### config.mk
export PLATFORM = sky130hd
export DESIGN_NAME = imem_loader_flat
export DESIGN_NICKNAME = d
export VERILOG_FILES = /design/src/rtl/imem_loader_pkg.sv /design/src/rtl/imem_loader_if.sv /design/src/rtl/imem_word_packer.sv /design/src/rtl/imem_loader.sv /design/src/flat_wrapper.sv
export SDC_FILE = /design/constraint.sdc
export NUM_CORES = 1
export LEC_CHECK = 0
export BUFFER_PORTS_ARGS = -buffer_cell sky130_fd_sc_hd__buf_2
export CELL_PAD_IN_SITES_DETAIL_PLACEMENT = 0
export CELL_PAD_IN_SITES_GLOBAL_PLACEMENT = 2
export CORE_ASPECT_RATIO = 1.2
export CORE_MARGIN = 10
export CORE_UTILIZATION = 35
export DETAILED_ROUTE_END_ITERATION = 7
export PLACE_DENSITY_LB_ADDON = 0.1
export SLEW_MARGIN = 20
export SYNTH_ARGS = -nofsm -noshare
export SYNTH_HDL_FRONTEND = slang
export SYNTH_SLANG_ARGS = --single-unit
### constraint.sdc
create_clock -name clock -period 3.3 [get_ports clock]
set_input_delay 0.66 -clock clock [delete_from_list [all_inputs] [get_ports clock]]
set_output_delay 0.66 -clock clock [all_outputs]
set_load 0.05 [all_outputs]
### src/rtl/imem_loader_pkg.sv
// Shared definitions for the instruction-memory loader: FSM states, header width, byte flip.
package imem_pkg;

   typedef enum logic [2:0] {
      ST_IDLE   = 3'd0,
      ST_HDR_HI = 3'd1,
      ST_HDR_LO = 3'd2,
      ST_LOAD   = 3'd3,
      ST_CHECK  = 3'd4,
      ST_DONE   = 3'd5,
      ST_ERROR  = 3'd6
   } state_t;

   localparam int unsigned HDR_WIDTH = 16;

   // Mirror of the ROM read-side flip: storing flipped words restores instruction order on read.
   function automatic logic [31:0] byte_flip(input logic [31:0] w);
      return {w[7:0], w[15:8], w[23:16], w[31:24]};
   endfunction

endpackage

### src/rtl/imem_loader_if.sv
// Byte-stream input and instruction-memory write port of the loader.
interface imem_loader_if;

   logic [7:0]  rx_data;
   logic        rx_valid;
   logic        rx_ready;
   logic        wr_en;
   logic [31:0] wr_addr;
   logic [31:0] wr_data;

   modport master (
      output rx_data, rx_valid,
      input  rx_ready, wr_en, wr_addr, wr_data
   );

   modport slave (
      input  rx_data, rx_valid,
      output rx_ready, wr_en, wr_addr, wr_data
   );

endinterface

### src/rtl/imem_word_packer.sv
// Collects four stream bytes (instruction MSB first) and emits one byte-flipped word with a one-cycle valid.
module imem_word_packer
   import imem_pkg::*;
(
   input  logic        clock,
   input  logic        reset,
   input  logic        clear,
   input  logic        byte_valid,
   input  logic [7:0]  byte_in,
   output logic [31:0] word,
   output logic        word_valid
);

   logic [1:0]  byte_cnt;
   logic [23:0] shift;

   always_ff @(posedge clock) begin
      if (reset) begin
         byte_cnt   <= '0;
         shift      <= '0;
         word       <= '0;
         word_valid <= 1'b0;
      end else begin
         word_valid <= 1'b0;
         if (clear) begin
            byte_cnt <= '0;
            shift    <= '0;
         end else if (byte_valid) begin
            byte_cnt <= byte_cnt + 2'd1;
            if (byte_cnt == 2'd3) begin
               word       <= byte_flip({shift, byte_in});
               word_valid <= 1'b1;
            end else begin
               shift <= {shift[15:0], byte_in};
            end
         end
      end
   end

endmodule

### src/rtl/imem_loader.sv
// Boot loader: 16-bit word-count header, then payload words written to instruction RAM.
// Optional trailing XOR checksum byte enabled by IMEM_LOADER_CHECKSUM_EN.
module imem_loader
   import imem_pkg::*;
#(
   parameter int unsigned ADDR_WIDTH = 8
) (
   input  logic          clock,
   input  logic          reset,
   input  logic          start,
   imem_loader_if.slave  bus,
   output logic          cpu_hold,
   output logic          done,
   output logic          error
);

`ifdef IMEM_LOADER_CHECKSUM_EN
   localparam state_t ST_FINISH = ST_CHECK;
   logic [7:0] checksum;
`else
   localparam state_t ST_FINISH = ST_DONE;
`endif

   state_t                state;
   state_t                state_nx;
   logic [HDR_WIDTH-1:0]  count;
   logic [ADDR_WIDTH:0]   word_index;
   logic [31:0]           last_addr;
   logic [31:0]           word;
   logic                  word_valid;
   logic                  xfer;
   logic                  load_xfer;
   logic                  start_accept;
   logic                  last_write;
   logic [HDR_WIDTH-1:0]  hdr_count;
   logic                  hdr_zero;
   logic                  hdr_too_big;

   assign xfer         = bus.rx_valid && bus.rx_ready;
   assign load_xfer    = xfer && (state == ST_LOAD);
   assign start_accept = start && (state == ST_IDLE || state == ST_DONE || state == ST_ERROR);
   assign last_write   = word_valid && (32'(word_index) == 32'(count) - 32'd1);
   assign hdr_count    = {count[15:8], bus.rx_data};
   assign hdr_zero     = (hdr_count == '0);
   assign hdr_too_big  = 32'(hdr_count) > (32'd1 << ADDR_WIDTH);

   imem_word_packer u_packer (
      .clock      (clock),
      .reset      (reset),
      .clear      (start_accept),
      .byte_valid (load_xfer),
      .byte_in    (bus.rx_data),
      .word       (word),
      .word_valid (word_valid)
   );

   // Address is live during the strobe and then held, since word_index moves on in the same cycle.
   assign bus.wr_en   = word_valid;
   assign bus.wr_data = word;
   assign bus.wr_addr = word_valid ? (32'(word_index) << 2) : last_addr;

   assign cpu_hold = (state != ST_DONE);
   assign done     = (state == ST_DONE);
   assign error    = (state == ST_ERROR);

   always_ff @(posedge clock) begin
      if (reset) begin
         state      <= ST_IDLE;
         count      <= '0;
         word_index <= '0;
         last_addr  <= '0;
`ifdef IMEM_LOADER_CHECKSUM_EN
         checksum   <= '0;
`endif
      end else begin
         state <= state_nx;
         if (start_accept) begin
            count      <= '0;
            word_index <= '0;
`ifdef IMEM_LOADER_CHECKSUM_EN
            checksum   <= '0;
`endif
         end else begin
            if (xfer && state == ST_HDR_HI) count[15:8] <= bus.rx_data;
            if (xfer && state == ST_HDR_LO) count[7:0]  <= bus.rx_data;
            if (word_valid) begin
               word_index <= word_index + 1'b1;
               last_addr  <= 32'(word_index) << 2;
            end
`ifdef IMEM_LOADER_CHECKSUM_EN
            if (load_xfer) checksum <= checksum ^ bus.rx_data;
`endif
         end
      end
   end

   always_comb begin
      state_nx     = state;
      bus.rx_ready = 1'b0;
      case (state)
         ST_IDLE, ST_DONE, ST_ERROR: begin
            if (start) state_nx = ST_HDR_HI;
         end
         ST_HDR_HI: begin
            bus.rx_ready = 1'b1;
            if (xfer) state_nx = ST_HDR_LO;
         end
         ST_HDR_LO: begin
            bus.rx_ready = 1'b1;
            if (xfer) begin
               if (hdr_zero)         state_nx = ST_FINISH;
               else if (hdr_too_big) state_nx = ST_ERROR;
               else                  state_nx = ST_LOAD;
            end
         end
         ST_LOAD: begin
            // Stall during the final strobe so a trailing byte is never swallowed as payload.
            bus.rx_ready = !last_write;
            if (last_write) state_nx = ST_FINISH;
         end
`ifdef IMEM_LOADER_CHECKSUM_EN
         ST_CHECK: begin
            bus.rx_ready = 1'b1;
            if (xfer) state_nx = (bus.rx_data == checksum) ? ST_DONE : ST_ERROR;
         end
`endif
         default: state_nx = ST_IDLE;
      endcase
   end

endmodule

### src/flat_wrapper.sv
// flat-port wrapper written by rule: the top's interface ports become plain ports
module imem_loader_flat import imem_pkg::*;
#(
   parameter int unsigned ADDR_WIDTH = 8
)
  (clock, reset, start, cpu_hold, done, error, bus_rx_data, bus_rx_valid, bus_rx_ready, bus_wr_en, bus_wr_addr, bus_wr_data);
  imem_loader_if bus_i ();
  input  logic clock;
  input  logic reset;
  input  logic start;
  output logic cpu_hold;
  output logic done;
  output logic error;
  input wire logic [$bits(bus_i.rx_data)-1:0] bus_rx_data;
  input wire logic [$bits(bus_i.rx_valid)-1:0] bus_rx_valid;
  output wire logic [$bits(bus_i.rx_ready)-1:0] bus_rx_ready;
  output wire logic [$bits(bus_i.wr_en)-1:0] bus_wr_en;
  output wire logic [$bits(bus_i.wr_addr)-1:0] bus_wr_addr;
  output wire logic [$bits(bus_i.wr_data)-1:0] bus_wr_data;
  assign bus_i.rx_data = bus_rx_data;
  assign bus_i.rx_valid = bus_rx_valid;
  assign bus_rx_ready = bus_i.rx_ready;
  assign bus_wr_en = bus_i.wr_en;
  assign bus_wr_addr = bus_i.wr_addr;
  assign bus_wr_data = bus_i.wr_data;
  imem_loader #(.ADDR_WIDTH(ADDR_WIDTH)) u_core (.clock(clock), .reset(reset), .start(start), .bus(bus_i), .cpu_hold(cpu_hold), .done(done), .error(error));
endmodule
==> results.py, run 1 <==
metrics = {
    "global_routing": {
        "antenna_found_initial": 0,
        "overflow": 0,
        "grt_max_degree": 43,
        "track_usage": 0.138,
        "grt_pass1_vias": 4352,
        "grt_pass1_wl_mm": 23.1,
    },
    "critical_path": {
        "cp_num_buf_inv": 2,
        "critPathKind": "register to output port",
        "cp.arrival_ns": 2.61,
        "path_delay_family": "simple AND/OR/NAND/NOR gates",
        "crit_path_end_kind": "output port",
        "max_stage_delay_ns": 0.50,
        "crit_path_frequent_cell": "o32ai_4",
        "start_kind": "register",
        "cp_num_cells": 8,
        "cp_cell_sequence": "inv_1, ha_4, or4b_4, o32ai_4, o32ai_4, nor4b_4, a31oi_1, buf_4",
        "slowest_stage": "or4b_4",
        "r2r_cells": 10,
        "crit_required_ns": 2.64,
        "cp_max_fo": 5,
    },
    "cts": {
        "htreeDepth": 4,
        "cts_sinks": 119,
        "clk_transition_reported_paths_ns": 0.05,
        "ctsRootBufferMaster": "clkbuf_16",
        "clk_latency_ns": 0.41,
        "holdBufCountCts": 0,
        "cts_max_path_buffers": 2,
        "numCtsBuffers": 17,
        "cts_tree": "yes",
    },
    "finish": {
        "final_util": 0.448,
        "layout-drive-gt1-share": 0.250,
        "final.fill_count": 1513,
        "diodes": 0,
        "final_common_cell": "dfxtp_1",
        "nets": 679,
        "final_cell_area_sq_um": 6760,
        "areaGrowthSynthToFinish_pct": 24.5,
        "final_cell_mix": "dfxtp_1 (117), buf_2 (79), nand2b_1 (68), mux2i_1 (65), nand2_1 (62)",
    },
    "worst_hold_path": {
        "whs_path_depth": 1,
        "min_path_type": "register to register",
    },
    "routing": {
        "first_iter_violations": 232,
        "vias": 4186,
        "wirelength_mm": 14.0,
        "drt.antenna.violating_nets": 0,
        "firstDrtPassIters": 5,
        "drc": 0,
        "routed_via_density": 4.76,
        "wl_per_cell_um": 15.9,
    },
    "power_and_ir_drop": {
        "vdd_drop_max_mv": 0.246,
        "finalPower_mw": 3.74,
        "p_per_area_nw_per_um2": 553,
        "p_leak_nw": 2.68,
    },
    "synth": {
        "avgSynthCellArea_sq_um": 9.30,
        "synth_fa_ha_area_frac": 0.00691,
        "syn_inst": 584,
        "mappedNetlistArea_sq_um": 5430,
        "synth_ff_type": "dfxtp_1",
        "yosysUniqueCellTypes": 56,
        "synth_top_family_by_area": "simple AND/OR/NAND/NOR gates",
        "synth_nets": 599,
        "ys_seq_area_frac": 0.439,
        "synth-edff-count": 0,
        "ys_ff_latch": 119,
        "ys.warnings.count": 0,
        "synth-simple-area-share": 0.279,
        "yosys.area_share.xor_xnor": 0.0290,
        "muxShareOfSynthArea": 0.138,
        "synthArstFlopShare": 0,
        "synth_compound_area_frac": 0.0679,
    },
    "floorplanning": {
        "die_y_um": 156,
        "initial_core_util": 0.360,
        "pin_count": 81,
        "die_w_um": 134,
        "dieArea_sq_um": 20900,
        "core_area_sq_um": 15100,
        "rows": 49,
    },
    "timing": {
        "finalSetupViolations": 0,
        "setup_slack_ns": 0.0291,
        "tightest_slew_ns": 0.636,
        "fmax_mhz": 306,
        "drv_slew": 0,
        "slew_headroom": 0.576,
        "rsz0062_at_grt": "true",
        "min_period_over_period": 0.991,
        "finalHoldViolCount": 0,
        "timing.final.crit_period_ns": 3.27,
        "fin_skew_ns": 0.00858,
        "setup_tns_ns": 0,
    },
    "placement": {
        "numPortBuffers": 80,
        "dp_hpwl_mm": 9.72,
        "place_area_sq_um": 6060,
        "place.gp.congestion": 0.864,
        "place_ws_ns": 0.139,
    },
    "flow_run": {
        "drv_cap": 0,
    },
    "run_status": {
        "status": "complete, no violations",
    },
}
repair_timing:
| action | in CTS | in global routing |
|---|---|---|
| setup endpoints to repair | 1 | 1 |
| setup buffers | 3 | 0 |
| pin swaps | 9 | 0 |
| gates resized for setup | 19 | 0 |
final cells by class:
class	instances	area, sq um	share of cell area
well taps	204	255	0.0377
clock buffers	22	484	0.0716
flip-flops and latches	119	2380	0.353
multi-input cells	419	2930	0.434
repair buffers	101	586	0.0866
inverters	6	22.5	0.00333
clock inverters	8	96.3	0.0142
layer usage:
layer | vias up | part of all wire | global-route usage | routed length [um]
li1 | 2131 | - | - | -
met1 | 1985 | 0.42 | 0.152 | 5930
met2 | 57 | 0.53 | 0.248 | 7390
met3 | 13 | 0.034 | 0.0397 | 469
met4 | 0 | 0.012 | 0.0457 | 173
met5 | - | 0 | 0 | 0
worst reg2reg max path: cells and delay by family, from the launching register on:
family	cells	cell delay, ns
AO/OA/AOI/OAI	2	0.43
adder cells (fa/ha/maj)	1	0.18
buffers and inverters	3	0.44
flip-flops	1	0.34
AND/OR/NAND/NOR	4	1.20
flip-flops by register name, summed over array words and instances (netlist names):
name / flops
u_core.count: 16
u_core.last_addr: 32
u_core.state: 3
u_core.u_packer.byte_cnt: 2
u_core.u_packer.shift: 24
u_core.u_packer.word: 32
u_core.u_packer.word_valid: 1
u_core.word_index: 9
power by group:
group          total, mW  internal [mW]  switching [mW]
logic              0.424          0.151           0.273
registers           1.50           1.47          0.0346
clock network       1.82           1.18           0.638
total               3.74           2.80           0.946
worst paths after layout:
check	startpoint	end	slack, ns
max	u_core.count[1]	bus_rx_ready	0.03
min reg2reg	u_core.last_addr[1]	u_core.last_addr[1]	0.45
max reg2reg	u_core.count[1]	u_core.u_packer.word_valid	0.60
min	u_core.last_addr[1]	u_core.last_addr[1]	0.45
synth_stat cells, types with 5 or more instances:
cell type	number	area [sq um]
mux2_2	9	101
nor2b_1	24	150
and2_1	24	150
nor2_1	34	128
xnor2_1	11	96.3
buf_6	6	67.6
dfxtp_1	119	2380
clkbuf_1	31	116
nor3_1	16	80.1
nand2b_1	68	425
xor2_1	7	61.3
nand2_1	63	236
inv_1	6	22.5
mux2i_1	65	651
a21oi_1	26	130
or2_2	5	31.3
cells by family after synthesis:
logic type | Yosys count
compound gates | 55
simple gates | 269
flops | 119
mux | 74
buf+inv | 46
fa+ha+maj | 3
xor+xnor | 18
stage by stage:
stage / hold WS, ns / std cells
finish: 0.445 / 879
global route: 0.462 / 879
CTS: 0.451 / 879
detailed placement: 0.436 / 846
global placement: 0.433 / 846
floorplan: 0.421 / 584
No activity file was read; power rests on OpenSTA's default activity.
==> run 2: changes to the inputs <==
ABC_AREA = 1   (was default)
CORE_UTILIZATION = 31   (was 35)
==> run 2 against run 1 <==
  * Worst setup slack gained 0.28 ns
  * Global-route usage is 0.72 points lower
  * Non-clock buffer count is 12 lower
  * Flip-flop and latch count unchanged
  * Combinational power grew to 2.8 times the previous value
  * Largest power group unchanged
==> results.py, run 2 <==
metrics = {
    "floorplanning": {
        "dieArea_sq_um": 23600,
        "pin_count": 81,
        "rows": 53,
        "initial_core_util": 0.316,
        "core_area_sq_um": 17500,
        "die_y_um": 166,
        "die_w_um": 142,
    },
    "finish": {
        "diodes": 0,
        "layout_top_registers": "u_core.last_addr x32, u_core.u_packer.word x32, u_core.u_packer.shift x24",
        "multiInputGateArea_sq_um": 2480,
        "final_cell_area_sq_um": 6670,
        "areaGrowthSynthToFinish_pct": 20.4,
        "area.sequential_sq_um": 2380,
        "nets": 928,
        "final_common_cell": "nand2_1",
        "final_cell_mix": "nand2_1 (215), nor2_1 (192), inv_1 (119), dfxtp_1 (119), buf_2 (80)",
        "final.fill_count": 1918,
        "layout-drive-gt1-share": 0.154,
    },
    "critical_path": {
        "cp.arrival_ns": 2.33,
        "critPathKind": "register to output port",
        "cp_num_buf_inv": 2,
        "crit_required_ns": 2.64,
        "cp_num_cells": 14,
        "cp_max_fo": 6,
        "crit_path_frequent_cell": "nand2_1",
        "r2r-start": "u_core.count[0]",
        "path_delay_family": "simple AND/OR/NAND/NOR gates",
        "startpoint": "u_core.count[0]",
        "cp_cell_sequence": "inv_1, ha_1, nand2_1, nor2_1, nand2_1, nand2_1, nand2_1, nor2_1, nand2_1, nor2_1, nand2_1, o21bai_4, nand2_4, buf_2",
        "crit_path_end_kind": "output port",
        "max_stage_delay_ns": 0.33,
        "start_kind": "register",
        "crit_end": "bus_rx_ready",
        "r2r_cells": 18,
        "r2r_end": "u_core.u_packer.word[2]",
        "rrSetupSlack_ns": 0.65,
        "slowest_stage": "dfxtp_1",
    },
    "cts": {
        "ctsRootBufferMaster": "clkbuf_16",
        "htreeDepth": 4,
        "cts_sinks": 119,
        "post_cts_resized": 0,
        "post_cts_buffers": 0,
        "cts_max_path_buffers": 2,
        "clk_latency_ns": 0.42,
        "clk_transition_reported_paths_ns": 0.05,
        "holdBufCountCts": 0,
        "numCtsBuffers": 17,
        "cts_tree": "yes",
    },
    "timing": {
        "drv_slew": 0,
        "tightest_slew_ns": 0.624,
        "fin_skew_ns": 0.00809,
        "finalHoldViolCount": 0,
        "min_period_over_period": 0.907,
        "setup_slack_ns": 0.307,
        "fmax_mhz": 334,
        "finalSetupViolations": 0,
        "rsz0062_at_grt": "false",
        "setup_tns_ns": 0,
        "timing.final.crit_period_ns": 2.99,
        "slew_headroom": 0.584,
        "holdWs_ns": 0.441,
    },
    "synth": {
        "ys.warnings.count": 0,
        "synth-edff-count": 0,
        "ys_seq_area_frac": 0.430,
        "synth_ff_type": "dfxtp_1",
        "syn_inst": 843,
        "ys_ff_latch": 119,
        "yosysMostFrequentCell": "nand2_1",
        "synth_top_cell_area_share": 0.430,
        "avgSynthCellArea_sq_um": 6.57,
        "yosysUniqueCellTypes": 33,
        "synthArstFlopShare": 0,
        "synth_common_cells": "nand2_1 (215), nor2_1 (192), dfxtp_1 (119), inv_1 (119), o21ai_0 (29)",
        "mappedNetlistArea_sq_um": 5540,
        "yosys.area.top_type": "dfxtp_1",
        "synth_nets": 858,
        "yosys-top-cells-area": "dfxtp_1 (43%), nand2_1 (15%), nor2_1 (13%)",
    },
    "placement": {
        "numPortBuffers": 80,
        "dp_hpwl_mm": 11.1,
        "place_ws_ns": 0.582,
        "place_area_sq_um": 6070,
        "place.gp.congestion": 0.816,
    },
    "run_status": {
        "status": "complete, no violations",
    },
    "routing": {
        "drt.antenna.violating_nets": 0,
        "wirelength_mm": 15.4,
        "first_iter_violations": 193,
        "routed_via_density": 4.35,
        "drc": 0,
        "firstDrtPassIters": 5,
        "wl_per_cell_um": 13.4,
        "vias": 4989,
    },
    "power_and_ir_drop": {
        "vdd_drop_max_mv": 0.216,
        "p_per_area_nw_per_um2": 699,
        "finalPower_mw": 4.66,
        "p_leak_nw": 3.50,
    },
    "worst_hold_path": {
        "min_path_type": "register to register",
        "min_from": "u_core.last_addr[19]",
    },
    "global_routing": {
        "grt_pass1_wl_mm": 25.0,
        "grt_pass1_vias": 4796,
        "grt_max_degree": 66,
        "track_usage": 0.131,
        "overflow": 0,
        "antenna_found_initial": 0,
    },
    "flow_run": {
        "drv_cap": 0,
    },
}
==> run 2: layer usage <==
layer  vias to the layer above  share of wire  GRT usage
met4                         0          0.018     0.0512
met5                         -              0          0
li1                       2673              -          -
met2                        70           0.51      0.224
met1                      2223           0.43      0.148
met3                        23          0.040     0.0358
==> run 2: how the worst min path moves through the flow <==
| stage | cells after the start | slack [ns] | to |
|---|---|---|---|
| finish | 2 | 0.44 | u_core.last_addr[19] |
| global route | 2 | 0.46 | u_core.last_addr[23] |
| CTS | 2 | 0.44 | u_core.last_addr[26] |
| detailed placement | 2 | 0.44 | u_core.last_addr[21] |
| global placement | 2 | 0.43 | u_core.last_addr[19] |
| floorplan | 2 | 0.42 | u_core.last_addr[0] |
==> run 2: where the power goes <==
part           total [mW]  internal, mW  switching [mW]
clock network        1.87          1.20           0.670
logic                1.19         0.343           0.849
registers            1.60          1.53          0.0718
==> run 2: area by class of cell <==
class,instances,area share
Multi-Input combinational cell,562,0.372
Tap cell,220,0.0413
Clock buffer,19,0.0664
Sequential cell,119,0.357
Timing Repair Buffer,89,0.0702
Inverter,124,0.0698
Clock inverter,13,0.0233
==> run 2: tightest hold or removal path: stages (launching register included) <==
cell and delay (ns):
dfxtp_1 0.29, inv_1 0.06, nor3_1 0.05
==> run 2: stage by stage <==
step | utilization | std cells
global route | 0.381 | 1146
detailed placement | 0.347 | 1114
floorplan | - | 843
CTS | 0.381 | 1146
finish | 0.381 | 1146
global placement | 0.347 | 1114
==> run 2: cell families after synthesis <==
logic type / share of synthesized area
compound gates: 0.0617
xor+xnor: 0.0174
fa+ha+maj: 0.00678
buf+inv: 0.124
flops: 0.430
simple gates: 0.360
==> run 3: changes to the inputs <==
CORE_UTILIZATION = 32   (was 31)
CTS_BUF_LIST = sky130_fd_sc_hd__clkbuf_8   (was default)
HOLD_SLACK_MARGIN = 0.06   (was default)
==> run 3 against run 2 <==
  * Die area decreased by 2.7%
  * Cell area decreased by 3.1%
  * Worst setup slack got worse by 0.063 ns
  * Register-to-register slack got worse by 0.12 ns
  * Sequential power about the same
  * First-iteration DRC count increased by 9.8%
  * Clock skew increased by 0.0072 ns
  * Largest power group is now sequential cells
==> results.py, run 3 (synthesis results as in run 2) <==
metrics = {
    "floorplanning": {
        "dieArea_sq_um": 23000,
        "rows": 52,
        "pin_count": 81,
        "core_area_sq_um": 16900,
        "die_w_um": 140,
        "die_y_um": 164,
        "initial_core_util": 0.327,
    },
    "cts": {
        "cts_tree": "yes",
        "cts_max_path_buffers": 2,
        "post_cts_buffers": 0,
        "numCtsBuffers": 17,
        "holdBufCountCts": 0,
        "clk_transition_reported_paths_ns": 0.07,
        "htreeDepth": 4,
        "cts_sinks": 119,
        "ctsRootBufferMaster": "clkbuf_8",
        "post_cts_resized": 0,
        "clk_latency_ns": 0.43,
    },
    "finish": {
        "final_common_cell": "nand2_1",
        "final_cell_area_sq_um": 6460,
        "final_cells": 1142,
        "diodes": 0,
        "areaGrowthSynthToFinish_pct": 16.7,
        "final_cell_mix": "nand2_1 (215), nor2_1 (192), inv_1 (121), dfxtp_1 (119), buf_2 (80)",
        "final.fill_count": 1873,
        "nets": 928,
        "layout_top_registers": "u_core.last_addr x32, u_core.u_packer.word x32, u_core.u_packer.shift x24",
        "layout-drive-gt1-share": 0.153,
        "final_util": 0.382,
    },
    "critical_path": {
        "crit_required_ns": 2.64,
        "cp.arrival_ns": 2.40,
        "start_kind": "register",
        "cp_max_fo": 6,
        "r2r_cells": 17,
        "rrSetupSlack_ns": 0.53,
        "r2r_end": "u_core.u_packer.shift[21]",
        "r2r-start": "u_core.count[0]",
        "crit_path_end_kind": "output port",
        "critPathKind": "register to output port",
    },
    "timing": {
        "setup_tns_ns": 0,
        "drv_slew": 0,
        "fmax_mhz": 327,
        "fin_skew_ns": 0.0153,
        "slew_headroom": 0.580,
        "min_period_over_period": 0.926,
        "tightest_slew_ns": 0.626,
        "finalSetupViolations": 0,
        "finalHoldViolCount": 0,
        "rsz0062_at_grt": "false",
        "timing.final.crit_period_ns": 3.06,
        "holdWs_ns": 0.445,
    },
    "routing": {
        "drt.antenna.violating_nets": 0,
        "drc": 0,
        "wl_met1_mm": 6.59,
        "wl_met2_mm": 8.05,
        "top_layer_used": "met4",
        "wl_per_cell_um": 13.3,
        "first_iter_violations": 212,
        "firstDrtPassIters": 5,
        "vias": 5046,
        "wirelength_mm": 15.2,
        "wl_met3_um": 464,
        "routed_via_density": 4.42,
    },
    "flow_run": {
        "drv_cap": 0,
    },
    "worst_hold_path": {
        "min_from": "u_core.last_addr[23]",
        "worstHoldEndpoint": "u_core.last_addr[23]",
        "whs_path_depth": 2,
        "min_path_type": "register to register",
    },
    "placement": {
        "dp_cells": 1110,
        "place.gp.congestion": 0.829,
        "dp_hpwl_mm": 11.1,
        "place_area_sq_um": 6080,
        "numPortBuffers": 80,
    },
    "global_routing": {
        "grt_pass1_vias": 5005,
        "grt_max_degree": 45,
        "grt_pass1_wl_mm": 25.0,
        "overflow": 0,
        "antenna_found_initial": 0,
        "track_usage": 0.134,
    },
    "power_and_ir_drop": {
        "p_clk_frac": 0.314,
        "p_per_area_nw_per_um2": 631,
        "p_leak_nw": 3.42,
        "vdd_drop_max_mv": 0.335,
        "intPower_mw": 2.55,
        "p_sw_frac": 0.374,
        "switchingPower_mw": 1.53,
        "combPwrFrac": 0.294,
        "power_frac_seq": 0.392,
    },
    "run_status": {
        "status": "complete, no violations",
    },
}
[run 3: cell type report]
type,count,area [sq um],share of cell area
Clock inverter,14,136,0.0211
Sequential cell,119,2380,0.369
Inverter,124,465,0.0721
Tap cell,216,270,0.0418
Multi-Input combinational cell,562,2480,0.383
Timing Repair Buffer,89,480,0.0744
Clock buffer,18,248,0.0383
[run 3: power by group through the flow]
stage | Combinational [mW] | Clock (mW) | Sequential (mW)
4_1_cts | 1.22 | 1.33 | 1.59
3_5_place_dp | 1.21 | 0 | 1.63
2_1_floorplan | 0.926 | 0 | 1.60
3_3_place_gp | 1.21 | 0 | 1.62
6_report | 1.20 | 1.28 | 1.60
5_1_grt | 1.36 | 1.40 | 1.61
[run 3: how the worst max path moves through the flow]
stage	start	endpoint	slack (ns)	depth (start not counted)
after global placement	u_core.count[0]	u_core.u_packer.shift[22]	0.56	16
after global routing	u_core.count[0]	bus_rx_ready	0.003	14
final	u_core.count[0]	bus_rx_ready	0.24	14
after detailed placement	u_core.count[0]	u_core.u_packer.shift[23]	0.52	17
after floorplan	u_core.state[0]	cpu_hold	0.41	3
after CTS	u_core.count[0]	bus_rx_ready	0.20	12
[run 3: critical path: stages (launching register included)]
cell	delay, ns
dfxtp_1	0.34
inv_1	0.13
ha_1	0.27
nand2_2	0.11
nor2_2	0.18
nand2_2	0.09
inv_2	0.06
nand2_1	0.04
nand2_1	0.05
nand2_1	0.05
nor2_1	0.08
nand2_1	0.10
o21bai_4	0.15
nand2_4	0.10
buf_2	0.23
[run 3: metal layers]
layer | vias up | GRT usage
met2 | 69 | 0.245
met1 | 2285 | 0.145
met4 | 0 | 0.0461
met3 | 9 | 0.0364
li1 | 2683 | -
met5 | - | 0
[run 3: per-stage QoR]
stage / power, mW / setup slack (ns)
2_1_floorplan: 2.53 / 0.409
3_3_place_gp: 2.83 / 0.555
3_5_place_dp: 2.84 / 0.523
4_1_cts: 4.15 / 0.197
5_1_grt: 4.36 / 0.00310
6_report: 4.07 / 0.244
